`config.mk`:
```
export PLATFORM = sky130hd
export DESIGN_NAME = disp_beep_ctrl_flat
export DESIGN_NICKNAME = d
export VERILOG_FILES = /design/src/rtl/disp_beep_if.sv /design/src/rtl/disp_beep_ctrl.sv /design/src/flat_wrapper.sv
export SDC_FILE = /design/constraint.sdc
export NUM_CORES = 1
export LEC_CHECK = 0
export BUFFER_PORTS_ARGS = -buffer_cell sky130_fd_sc_hd__buf_2
export CAP_MARGIN = 0
export CORE_AREA = 2 2 72 74
export DETAILED_ROUTE_END_ITERATION = 7
export DIE_AREA = 0 0 74 76
export PLACE_DENSITY = 0.86
export SLEW_MARGIN = 20
export SYNTH_ARGS = -nofsm -noshare
export SYNTH_HDL_FRONTEND = slang
export SYNTH_SLANG_ARGS = --single-unit
export TNS_END_PERCENT = 1
```
`constraint.sdc`:
```
create_clock -name clk_1khz -period 3.4 [get_ports clk_1khz]
set_input_delay 0.68 -clock clk_1khz [delete_from_list [all_inputs] [get_ports clk_1khz]]
set_output_delay 0.68 -clock clk_1khz [all_outputs]
set_load 0.05 [all_outputs]
```
`src/rtl/disp_beep_if.sv`:
```
// Bundles the display/buzzer front-end signals between the control FSM (master)
// and disp_beep_ctrl (slave).
interface disp_beep_if #(
  parameter int N_DIG = 6
);
  logic [4*N_DIG-1:0]     digits;
  logic [N_DIG-1:0]       flicker_mask;
  logic                   hold_on;
  logic                   alarm_on;
  logic                   beep_start;
  logic [3:0]             beep_n;
  logic [6:0]             seg_out;
  logic [4*(N_DIG-1)-1:0] bcd_out;
  logic                   beep;
  logic                   beep_busy;
  logic                   blink_phase;

  modport master (
    output digits, flicker_mask, hold_on, alarm_on, beep_start, beep_n,
    input  seg_out, bcd_out, beep, beep_busy, blink_phase
  );

  modport slave (
    input  digits, flicker_mask, hold_on, alarm_on, beep_start, beep_n,
    output seg_out, bcd_out, beep, beep_busy, blink_phase
  );
endinterface

```
`src/rtl/disp_beep_ctrl.sv`:
```
// Display and buzzer front end: blinking 7-segment/BCD digit outputs plus a buzzer
// driven by a counted-beep sequencer, a continuous tone and a blink-synced alarm.
module disp_beep_ctrl #(
  parameter int N_DIG      = 6,
  parameter int BLINK_HALF = 125,
  parameter int BEEP_ON    = 200,
  parameter int BEEP_OFF   = 200
) (
  input logic         clk_1khz,
  input logic         clr,
  disp_beep_if.slave  bus
);

  localparam int BW     = $clog2(BLINK_HALF + 1);
  localparam int T_MAX  = (BEEP_ON > BEEP_OFF) ? BEEP_ON : BEEP_OFF;
  localparam int TW     = $clog2(T_MAX + 1);
  localparam int BCD_W  = 4 * (N_DIG - 1);

  typedef enum logic [1:0] {
    ST_IDLE = 2'd0,
    ST_ON   = 2'd1,
    ST_OFF  = 2'd2
  } state_t;

  function automatic logic [6:0] seg_decode(input logic [3:0] val);
    logic [6:0] seg;
    case (val)
      4'd0:    seg = 7'h3F;
      4'd1:    seg = 7'h06;
      4'd2:    seg = 7'h5B;
      4'd3:    seg = 7'h4F;
      4'd4:    seg = 7'h66;
      4'd5:    seg = 7'h6D;
      4'd6:    seg = 7'h7D;
      4'd7:    seg = 7'h07;
      4'd8:    seg = 7'h7F;
      4'd9:    seg = 7'h6F;
      default: seg = 7'h00;
    endcase
    return seg;
  endfunction

  logic [BW-1:0]    blink_cnt_r;
  logic             blink_phase_r;
  logic [6:0]       seg_r;
  logic [BCD_W-1:0] bcd_r;
  logic [6:0]       seg_next_s;
  logic [BCD_W-1:0] bcd_next_s;
  state_t           state_r;
  logic [3:0]       rem_r;
  logic [TW-1:0]    timer_r;
  logic             busy_r;
  logic             tone_r;
  logic             beep_r;
  logic             env_s;

  // Blink timebase: phase flips every BLINK_HALF ticks.
  always_ff @(posedge clk_1khz or posedge clr) begin
    if (clr) begin
      blink_cnt_r   <= '0;
      blink_phase_r <= 1'b1;
    end else if (blink_cnt_r == BW'(BLINK_HALF - 1)) begin
      blink_cnt_r   <= '0;
      blink_phase_r <= ~blink_phase_r;
    end else begin
      blink_cnt_r   <= blink_cnt_r + BW'(1);
    end
  end

  // Next display image: hidden flickering digits blank to 0 segments / BCD 4'hF.
  always_comb begin
    bcd_next_s = '1;
    if (!bus.flicker_mask[0] || blink_phase_r) begin
      seg_next_s = seg_decode(bus.digits[3:0]);
    end else begin
      seg_next_s = 7'h00;
    end
    for (int j = 1; j < N_DIG; j++) begin
      if (!bus.flicker_mask[j] || blink_phase_r) begin
        bcd_next_s[4*(j-1) +: 4] = bus.digits[4*j +: 4];
      end else begin
        bcd_next_s[4*(j-1) +: 4] = 4'hF;
      end
    end
  end

  // Display output registers.
  always_ff @(posedge clk_1khz or posedge clr) begin
    if (clr) begin
      seg_r <= 7'h00;
      bcd_r <= '1;
    end else begin
      seg_r <= seg_next_s;
      bcd_r <= bcd_next_s;
    end
  end

  // Counted-beep sequencer; starts are only honoured from IDLE.
  always_ff @(posedge clk_1khz or posedge clr) begin
    if (clr) begin
      state_r <= ST_IDLE;
      rem_r   <= 4'd0;
      timer_r <= '0;
      busy_r  <= 1'b0;
    end else begin
      busy_r <= (state_r != ST_IDLE);
      case (state_r)
        ST_IDLE: begin
          if (bus.beep_start && (bus.beep_n != 4'd0)) begin
            state_r <= ST_ON;
            rem_r   <= bus.beep_n;
            timer_r <= '0;
          end
        end
        ST_ON: begin
          if (timer_r == TW'(BEEP_ON - 1)) begin
            timer_r <= '0;
            if (rem_r == 4'd1) begin
              state_r <= ST_IDLE;
            end else begin
              rem_r   <= rem_r - 4'd1;
              state_r <= ST_OFF;
            end
          end else begin
            timer_r <= timer_r + TW'(1);
          end
        end
        ST_OFF: begin
          if (timer_r == TW'(BEEP_OFF - 1)) begin
            timer_r <= '0;
            state_r <= ST_ON;
          end else begin
            timer_r <= timer_r + TW'(1);
          end
        end
        default: begin
          state_r <= ST_IDLE;
          rem_r   <= 4'd0;
          timer_r <= '0;
        end
      endcase
    end
  end

  // Buzzer envelope: all sources OR-merged without priority.
  always_comb begin
    env_s = bus.hold_on | (state_r == ST_ON) | (bus.alarm_on & blink_phase_r);
  end

  // Square-wave carrier and gated buzzer output.
  always_ff @(posedge clk_1khz or posedge clr) begin
    if (clr) begin
      tone_r <= 1'b0;
      beep_r <= 1'b0;
    end else begin
      tone_r <= ~tone_r;
      beep_r <= env_s & tone_r;
    end
  end

  assign bus.seg_out     = seg_r;
  assign bus.bcd_out     = bcd_r;
  assign bus.beep        = beep_r;
  assign bus.beep_busy   = busy_r;
  assign bus.blink_phase = blink_phase_r;

endmodule

```
`src/flat_wrapper.sv`:
```
// flat-port wrapper written by rule: the top's interface ports become plain ports
module disp_beep_ctrl_flat 
#(
  parameter int N_DIG      = 6,
  parameter int BLINK_HALF = 125,
  parameter int BEEP_ON    = 200,
  parameter int BEEP_OFF   = 200
)
  (clk_1khz, clr, bus_digits, bus_flicker_mask, bus_hold_on, bus_alarm_on, bus_beep_start, bus_beep_n, bus_seg_out, bus_bcd_out, bus_beep, bus_beep_busy, bus_blink_phase);
  disp_beep_if #(.N_DIG(N_DIG)) bus_i ();
  input logic clk_1khz;
  input logic clr;
  input wire logic [$bits(bus_i.digits)-1:0] bus_digits;
  input wire logic [$bits(bus_i.flicker_mask)-1:0] bus_flicker_mask;
  input wire logic [$bits(bus_i.hold_on)-1:0] bus_hold_on;
  input wire logic [$bits(bus_i.alarm_on)-1:0] bus_alarm_on;
  input wire logic [$bits(bus_i.beep_start)-1:0] bus_beep_start;
  input wire logic [$bits(bus_i.beep_n)-1:0] bus_beep_n;
  output wire logic [$bits(bus_i.seg_out)-1:0] bus_seg_out;
  output wire logic [$bits(bus_i.bcd_out)-1:0] bus_bcd_out;
  output wire logic [$bits(bus_i.beep)-1:0] bus_beep;
  output wire logic [$bits(bus_i.beep_busy)-1:0] bus_beep_busy;
  output wire logic [$bits(bus_i.blink_phase)-1:0] bus_blink_phase;
  assign bus_i.digits = bus_digits;
  assign bus_i.flicker_mask = bus_flicker_mask;
  assign bus_i.hold_on = bus_hold_on;
  assign bus_i.alarm_on = bus_alarm_on;
  assign bus_i.beep_start = bus_beep_start;
  assign bus_i.beep_n = bus_beep_n;
  assign bus_seg_out = bus_i.seg_out;
  assign bus_bcd_out = bus_i.bcd_out;
  assign bus_beep = bus_i.beep;
  assign bus_beep_busy = bus_i.beep_busy;
  assign bus_blink_phase = bus_i.blink_phase;
  disp_beep_ctrl #(.N_DIG(N_DIG), .BLINK_HALF(BLINK_HALF), .BEEP_ON(BEEP_ON), .BEEP_OFF(BEEP_OFF)) u_core (.clk_1khz(clk_1khz), .clr(clr), .bus(bus_i));
endmodule
```
==> flow_summary.yaml, run 1 <==
status:
  status: "complete, no violations"
placement:
  dp_hpwl_um: 3425
  place_area_um2: 2794
  portBuffers: 68
  dp_cells: 355
  gp_congestion: 0.8908
routing:
  viasPerCell: 4.964
  wl_um: 4485
  drtAntennaViolNets: 0
  drt_iter0_drc: 156
  vias: 1802
  drc_errors: 0
  wire_per_inst_um: 12.36
  dr.pass1.iters: 4
pwr:
  p_clk_share_pct: 21.0
  p_int_mw: 1.059
  power_density_nw_per_um2: 577.6
  ir_drop_v: 0.0003384
  pwr-share-comb_pct: 33.7
  switchingPower_mw: 0.6058
  leakage_nw: 1.375
  swShare_pct: 36.38
  p_seq_share_pct: 45.3
  p_total_mw: 1.665
cts:
  post-cts-setup-buffers: 0
  cts_resized: 0
  cts_root_buf: "clkbuf_8"
  clk_latency_ps: 300
  postCtsHoldBufs: 0
  htree_levels: 2
  clockBufferDepth: 2
  tritoncts: "built"
  cts.sinks: 52
  clk_pin_slew_ps: 90
  tritoncts.num_buffers: 5
global_routing:
  gr-total-overflow: 0
  gr-usage-all-layers_pct: 17.83
  antenna_found_initial: 0
  grt_max_degree: 53
  grt_pass1_vias: 1778
  grt_util_met1_pct: 22.25
  met2_usage_pct: 28.04
  grt-busiest-layer: "met2"
  grt_pass1_wl_um: 7845
  met3_usage_pct: 5.688
synth:
  syn-num-nets: 273
  synth_cells: 220
  synth_top_family_by_area: "simple AND/OR/NAND/NOR gates"
  synth_mux_area_share_pct: 0.4742
  yosys.area.top_type: "dfrtp_1"
  synth-compound-area-share_pct: 11.80
  synthSimpleGateAreaFrac_pct: 19.23
  syn_avg_cell_area_um2: 10.79
  netlist_area_um2: 2375
  synth_top_area_share_pct: 32.67
  synthAdderAreaFrac_pct: 7.376
  yosysSeqAreaShare_pct: 55.90
  synth_xor_area_share_pct: 1.844
  synth_cell_types: 44
  ys_ff_latch: 52
  yosys-top-cells-area: "dfrtp_1 33%, dfstp_2 23%, ha_1 7.4%"
  yosys_warnings: 0
floorplan:
  core_um2: 4912
  num_io_pins: 69
  chipWidth_um: 74
  die_area_um2: 5624
  die_h_um: 76
  row_count: 26
  start_util_pct: 48.34
timing:
  finalCriticalPeriod_ps: 2054
  setup_violations: 0
  hold_viol_final: 0
  finalClockSkew_ps: 3.737
  fmax_mhz: 486.8
  slew_viol_final: 0
  worst_pin_slew_ps: 836.0
  relSlewSlack_pct: 44.20
  grt_setup_unrepaired: "no"
  period_share_pct: 60.42
  final.setup.tns_ps: 0
setup_path:
  endpoint_kind: "register"
  ff2ff_setup_slack_ps: 1350
  worstPathArrival_ps: 2300
  critPathRequiredTime_ps: 3640
  cp-start-kind: "register"
  r2r_cells: 4
  path_max_fanout: 6
  crit_type: "reg -> reg"
cells_and_area:
  fin_util_pct: 58.69
  nets: 345
  final_area_um2: 2883
  drive_above_1_share_pct: 36.18
  antenna_cells: 0
  area_growth_pct: 21.39
  finalNonFillerCells: 363
  nFillCells: 423
hold_path:
  hold-path-cell-count: 1
  hold_path.class: "reg -> reg"
run:
  cap_viol_max_count: 0
layout make-up:
type	count	area, um^2	share of cell area [%]
flip-flops and latches	52	1328	46.05
multi-input cells	147	967.2	33.55
repair buffers	69	347.8	12.07
well taps	70	87.58	3.038
clock buffers	6	72.57	2.517
inverters	17	65.06	2.257
clock inverters	2	15.01	0.5208
placed cells by master, fill, tap and decap left out, types with 2 or more instances in the layout:
cell | netlist | layout
buf_2 | 1 | 68
dfrtp_1 | 31 | 31
nand2b_1 | 27 | 27
dfstp_2 | 21 | 21
nor2_1 | 18 | 18
inv_1 | 17 | 16
nand2_1 | 16 | 16
ha_1 | 14 | 14
o21ai_0 | 13 | 13
a21oi_1 | 8 | 8
nand3_1 | 7 | 7
clkbuf_8 | 0 | 5
o31ai_1 | 3 | 3
and3_1 | 3 | 3
xor2_1 | 3 | 3
xnor2_1 | 2 | 2
a211oi_1 | 2 | 2
or3_1 | 2 | 2
or2_2 | 2 | 2
nor3b_1 | 2 | 2
a32oi_1 | 2 | 2
routing by layer:
layer  vias to the layer above  share of wire (%)
met5                         -                  0
met4                         0                2.5
met3                         9                7.0
met2                        64                 50
met1                       843                 41
li1                        886                  -
cell families (layout without fill, tap and decap cells):
logic type      count (synthesis)  count (layout)
flops                          52              52
buf+inv                        21              94
simple gates                   85              85
compound gates                 42              42
fa+ha+maj                      14              14
mux                             1               1
xor+xnor                        5               5
cells in the mapped netlist:
library cell / count
a22oi_1: 1
dfrtp_1: 31
o211ai_1: 1
o31ai_1: 3
nor2_1: 18
dfstp_2: 21
xor2_1: 3
clkbuf_1: 3
or2_2: 2
a21oi_1: 8
o41ai_1: 1
or3_4: 1
a31oi_1: 1
o32a_2: 1
a32oi_1: 2
and3_2: 1
a211o_1: 1
o311ai_0: 1
inv_1: 17
mux2_2: 1
buf_2: 1
or3_1: 2
nor3_1: 1
and4_1: 1
a211oi_1: 2
o21bai_1: 1
o21ai_0: 13
or4_1: 1
xnor2_1: 2
nand2b_1: 27
nor2b_1: 1
o2bb2a_1: 1
and2_1: 1
or4b_4: 1
a32o_1: 1
o22ai_1: 1
ha_1: 14
nand2_1: 16
a2bb2oi_1: 1
nand3_1: 7
a221o_2: 1
nor3b_1: 2
and3_1: 3
o21a_1: 1
power groups by stage:
stage	Sequential (mW)	Clock (mW)	Combinational [mW]
6_report	0.754	0.349	0.562
5_1_grt	0.766	0.386	0.627
4_1_cts	0.755	0.361	0.565
3_5_place_dp	0.765	0	0.564
3_3_place_gp	0.762	0	0.540
2_1_floorplan	0.842	0	0.339
flip-flops by register name, indices dropped and copies added (netlist names):
register                cells
u_core.bus.blink_phase      1
u_core.blink_cnt_r          7
u_core.bus.seg_out          7
u_core.bus.beep_busy        1
u_core.bus.bcd_out         20
u_core.rem_r                4
u_core.timer_r              8
u_core.state_r              2
u_core.tone_r               1
u_core.bus.beep             1
metrics by stage:
stage,hold slack (ps),setup slack [ps]
CTS,412.5,1344
finish,412.2,1346
floorplan,382.8,1302
global route,442.4,1287
global placement,392.8,1136
detailed placement,398.1,1066
critical path, stage by stage, from the launching register on:
cell and delay (ps):
dfrtp_1 450, or4b_4 590, or3_4 420, a211oi_1 310, o32a_2 230
final timing paths:
kind / start / end
max: u_core.timer_r[3] / u_core.rem_r[2]
min: u_core.tone_r / u_core.tone_r
max reg2reg: u_core.timer_r[3] / u_core.rem_r[2]
min reg2reg: u_core.tone_r / u_core.tone_r
max in group asynchronous: clr / u_core.timer_r[0]
min in group asynchronous: clr / u_core.timer_r[4]
No activity file was read; power rests on OpenSTA's default activity.
==> inputs of run 2 (changes only) <==
Settings changed: ABC_AREA from default to 1, CORE_AREA 2 2 72 74 to 2 2 74 76, DIE_AREA 0 0 74 76 to 0 0 76 78, PLACE_DENSITY 0.86 to 0.85.
Clock period 3.4 ns to 2.15 ns, I/O delays scaled along.
==> run 2 against run 1 <==
- synthesized area up 4.9%
- clock skew increased by 4.5 ps
- global-route usage increased by 0.64 points
- flip-flop and latch count unchanged
- critical path depth is 3 lower
- design area is 4.9% higher
- critical endpoint is now bus_blink_phase
==> flow_summary.yaml, run 2 <==
synth:
  yosys-top-cells-area: "dfrtp_1 31%, dfstp_2 22%, nand2_1 11%"
  synthArstFlopShare_pct: 100.0
  yosys-top-cells-count: "75 x nand2_1, 53 x inv_1, 31 x dfrtp_1"
  yosys.area.top_type: "dfrtp_1"
  synth_cells: 288
  synth_top_area_share_pct: 31.14
  ys_ff_latch: 52
  netlist_area_um2: 2491
  yosys_warnings: 0
  synth_edf_count: 0
  synth_cell_types: 25
  synth_flop_cell: "dfrtp_1"
  syn_avg_cell_area_um2: 8.650
  yosysSeqAreaShare_pct: 53.29
  syn-num-nets: 341
  yosysMostFrequentCell: "nand2_1"
setup_path:
  crit_buf_inv: 1
  r2r_start: "u_core.state_r[0]"
  crit_type: "reg -> out"
  endpoint_kind: "output pin"
  path_cells: "buf_2"
  worstPathArrival_ps: 1120
  cp_top_family: "flip-flops"
  critical_path.slowest_cell: "dfstp_2"
  cpPeakStageDelay_ps: 550
  r2r_cells: 7
  path_max_fanout: 3
  critPathRequiredTime_ps: 1720
  ff2ff_setup_slack_ps: 670
  cp-start-kind: "register"
  timing.rr.end: "u_core.rem_r[3]"
routing:
  drt_iter0_drc: 101
  drtAntennaViolNets: 0
  viasPerCell: 4.673
  wire_per_inst_um: 11.47
  dr.pass1.iters: 4
  drc_errors: 0
  vias: 2028
  wl_um: 4976
timing:
  grt_setup_unrepaired: "no"
  fmax_mhz: 645.5
  worst_pin_slew_ps: 492.3
  period_share_pct: 72.06
  final.setup.tns_ps: 0
  finalClockSkew_ps: 8.245
  relSlewSlack_pct: 67.13
  slew_viol_final: 0
  finalCriticalPeriod_ps: 1549
  setup_violations: 0
  hold_viol_final: 0
  timing.final.ws_setup_ps: 600.7
floorplan:
  die_h_um: 78
  chipWidth_um: 76
  start_util_pct: 49.40
  core_um2: 5042
  row_count: 26
  die_area_um2: 5928
  num_io_pins: 69
cts:
  cts_root_buf: "clkbuf_8"
  cts.sinks: 52
  tritoncts.num_buffers: 5
  cts_resized: 0
  clk_pin_slew_ps: 110
  clockBufferDepth: 2
  clk_latency_ps: 310
  postCtsHoldBufs: 0
  tritoncts: "built"
  post-cts-setup-buffers: 0
  htree_levels: 2
global_routing:
  grt_max_degree: 30
  grt_pass1_wl_um: 8721
  gr-total-overflow: 0
  grt_pass1_vias: 2131
  antenna_found_initial: 0
  gr-usage-all-layers_pct: 18.47
placement:
  gp_congestion: 0.8774
  dp_slack_ps: 700.5
  portBuffers: 68
  dp_hpwl_um: 3826
cells_and_area:
  nFillCells: 410
  layout_common_cells: "75 x nand2_1, 68 x buf_2, 52 x inv_1, 31 x dfrtp_1, 23 x nor2_1"
  area_growth_pct: 21.45
  multi_input_area_um2: 945.9
  nets: 416
  layout_commonest_cell: "nand2_1"
  seqCellArea_um2: 1328
  largest_register_ffs: 20
  drive_above_1_share_pct: 29.95
  antenna_cells: 0
pwr:
  ir_drop_v: 0.0005588
  leakage_nw: 1.654
  power_density_nw_per_um2: 906.6
hold_path:
  hold_path.class: "in -> async"
run:
  cap_viol_max_count: 0
status:
  status: "complete, no violations"
[run 2: cell types whose count changed in the layout (fill, tap and decap cells not counted), sizes merged, moves of 7 or more]
cell	previous run	this run
nand2	16	79
inv	17	58
nand2b	27	0
nand3	7	17
nand4	0	7
nor2	18	25
[run 2: cells by family (layout without fill, tap and decap cells)]
family / Yosys count / count (layout) / synth area share, %
AOI/OAI and AO/OA: 30 / 30 / 6.831
xor gates and xnor gates: 4 / 4 / 1.407
adders and majority gates: 14 / 14 / 7.032
buffers and inverters: 56 / 132 / 8.739
DFF: 52 / 52 / 53.29
and+or+nand+nor: 132 / 132 / 22.70
[run 2: worst max-delay path by stage]
stage / startpoint / end / slack, ps / depth (start not counted)
2_1_floorplan: clr / u_core.blink_cnt_r[0] / 500 / 1
3_3_place_gp: u_core.state_r[1] / u_core.state_r[1] / 770 / 7
3_5_place_dp: u_core.state_r[0] / u_core.rem_r[3] / 700 / 7
4_1_cts: u_core.bus.blink_phase / bus_blink_phase / 590 / 1
5_1_grt: u_core.state_r[1] / u_core.rem_r[2] / 530 / 7
6_report: u_core.bus.blink_phase / bus_blink_phase / 600 / 1
[run 2: power by group]
part	leakage [nW]	internal, mW	switching, mW
Sequential	0.616	1.11	0.0814
Combinational	0.987	0.317	0.637
Clock	0.0511	0.246	0.356
Total	1.65	1.67	1.07
[run 2: final cells by class]
cell class                 instances  area share [%]
tap                               70           2.895
multi-input combinational        180           31.27
clock inverter                     3          0.9512
sequential                        52           43.88
timing repair buffer              69           11.91
inverter                          55           6.824
clock buffer                       5           2.275
[run 2: routing by layer]
metal	vias to the layer above	global-route usage, %	share of wire [%]
li1	1034	-	-
met1	920	18.83	42
met2	68	32.77	49
met3	6	7.209	7.3
met4	0	9.818	1.2
met5	-	0	0
[run 2: per-stage QoR]
step	instance area (um^2)	std cells	total power [mW]	utilization (%)	hold slack, ps
final	3025	434	2.743	60.00	124.4
after global routing	3025	434	2.954	60.00	147.4
after CTS	3025	434	2.767	60.00	125.6
after detailed placement	2928	426	2.157	58.06	398.6
after global placement	2928	426	2.125	58.06	390.7
after floorplan	2491	288	1.946	-	382.2
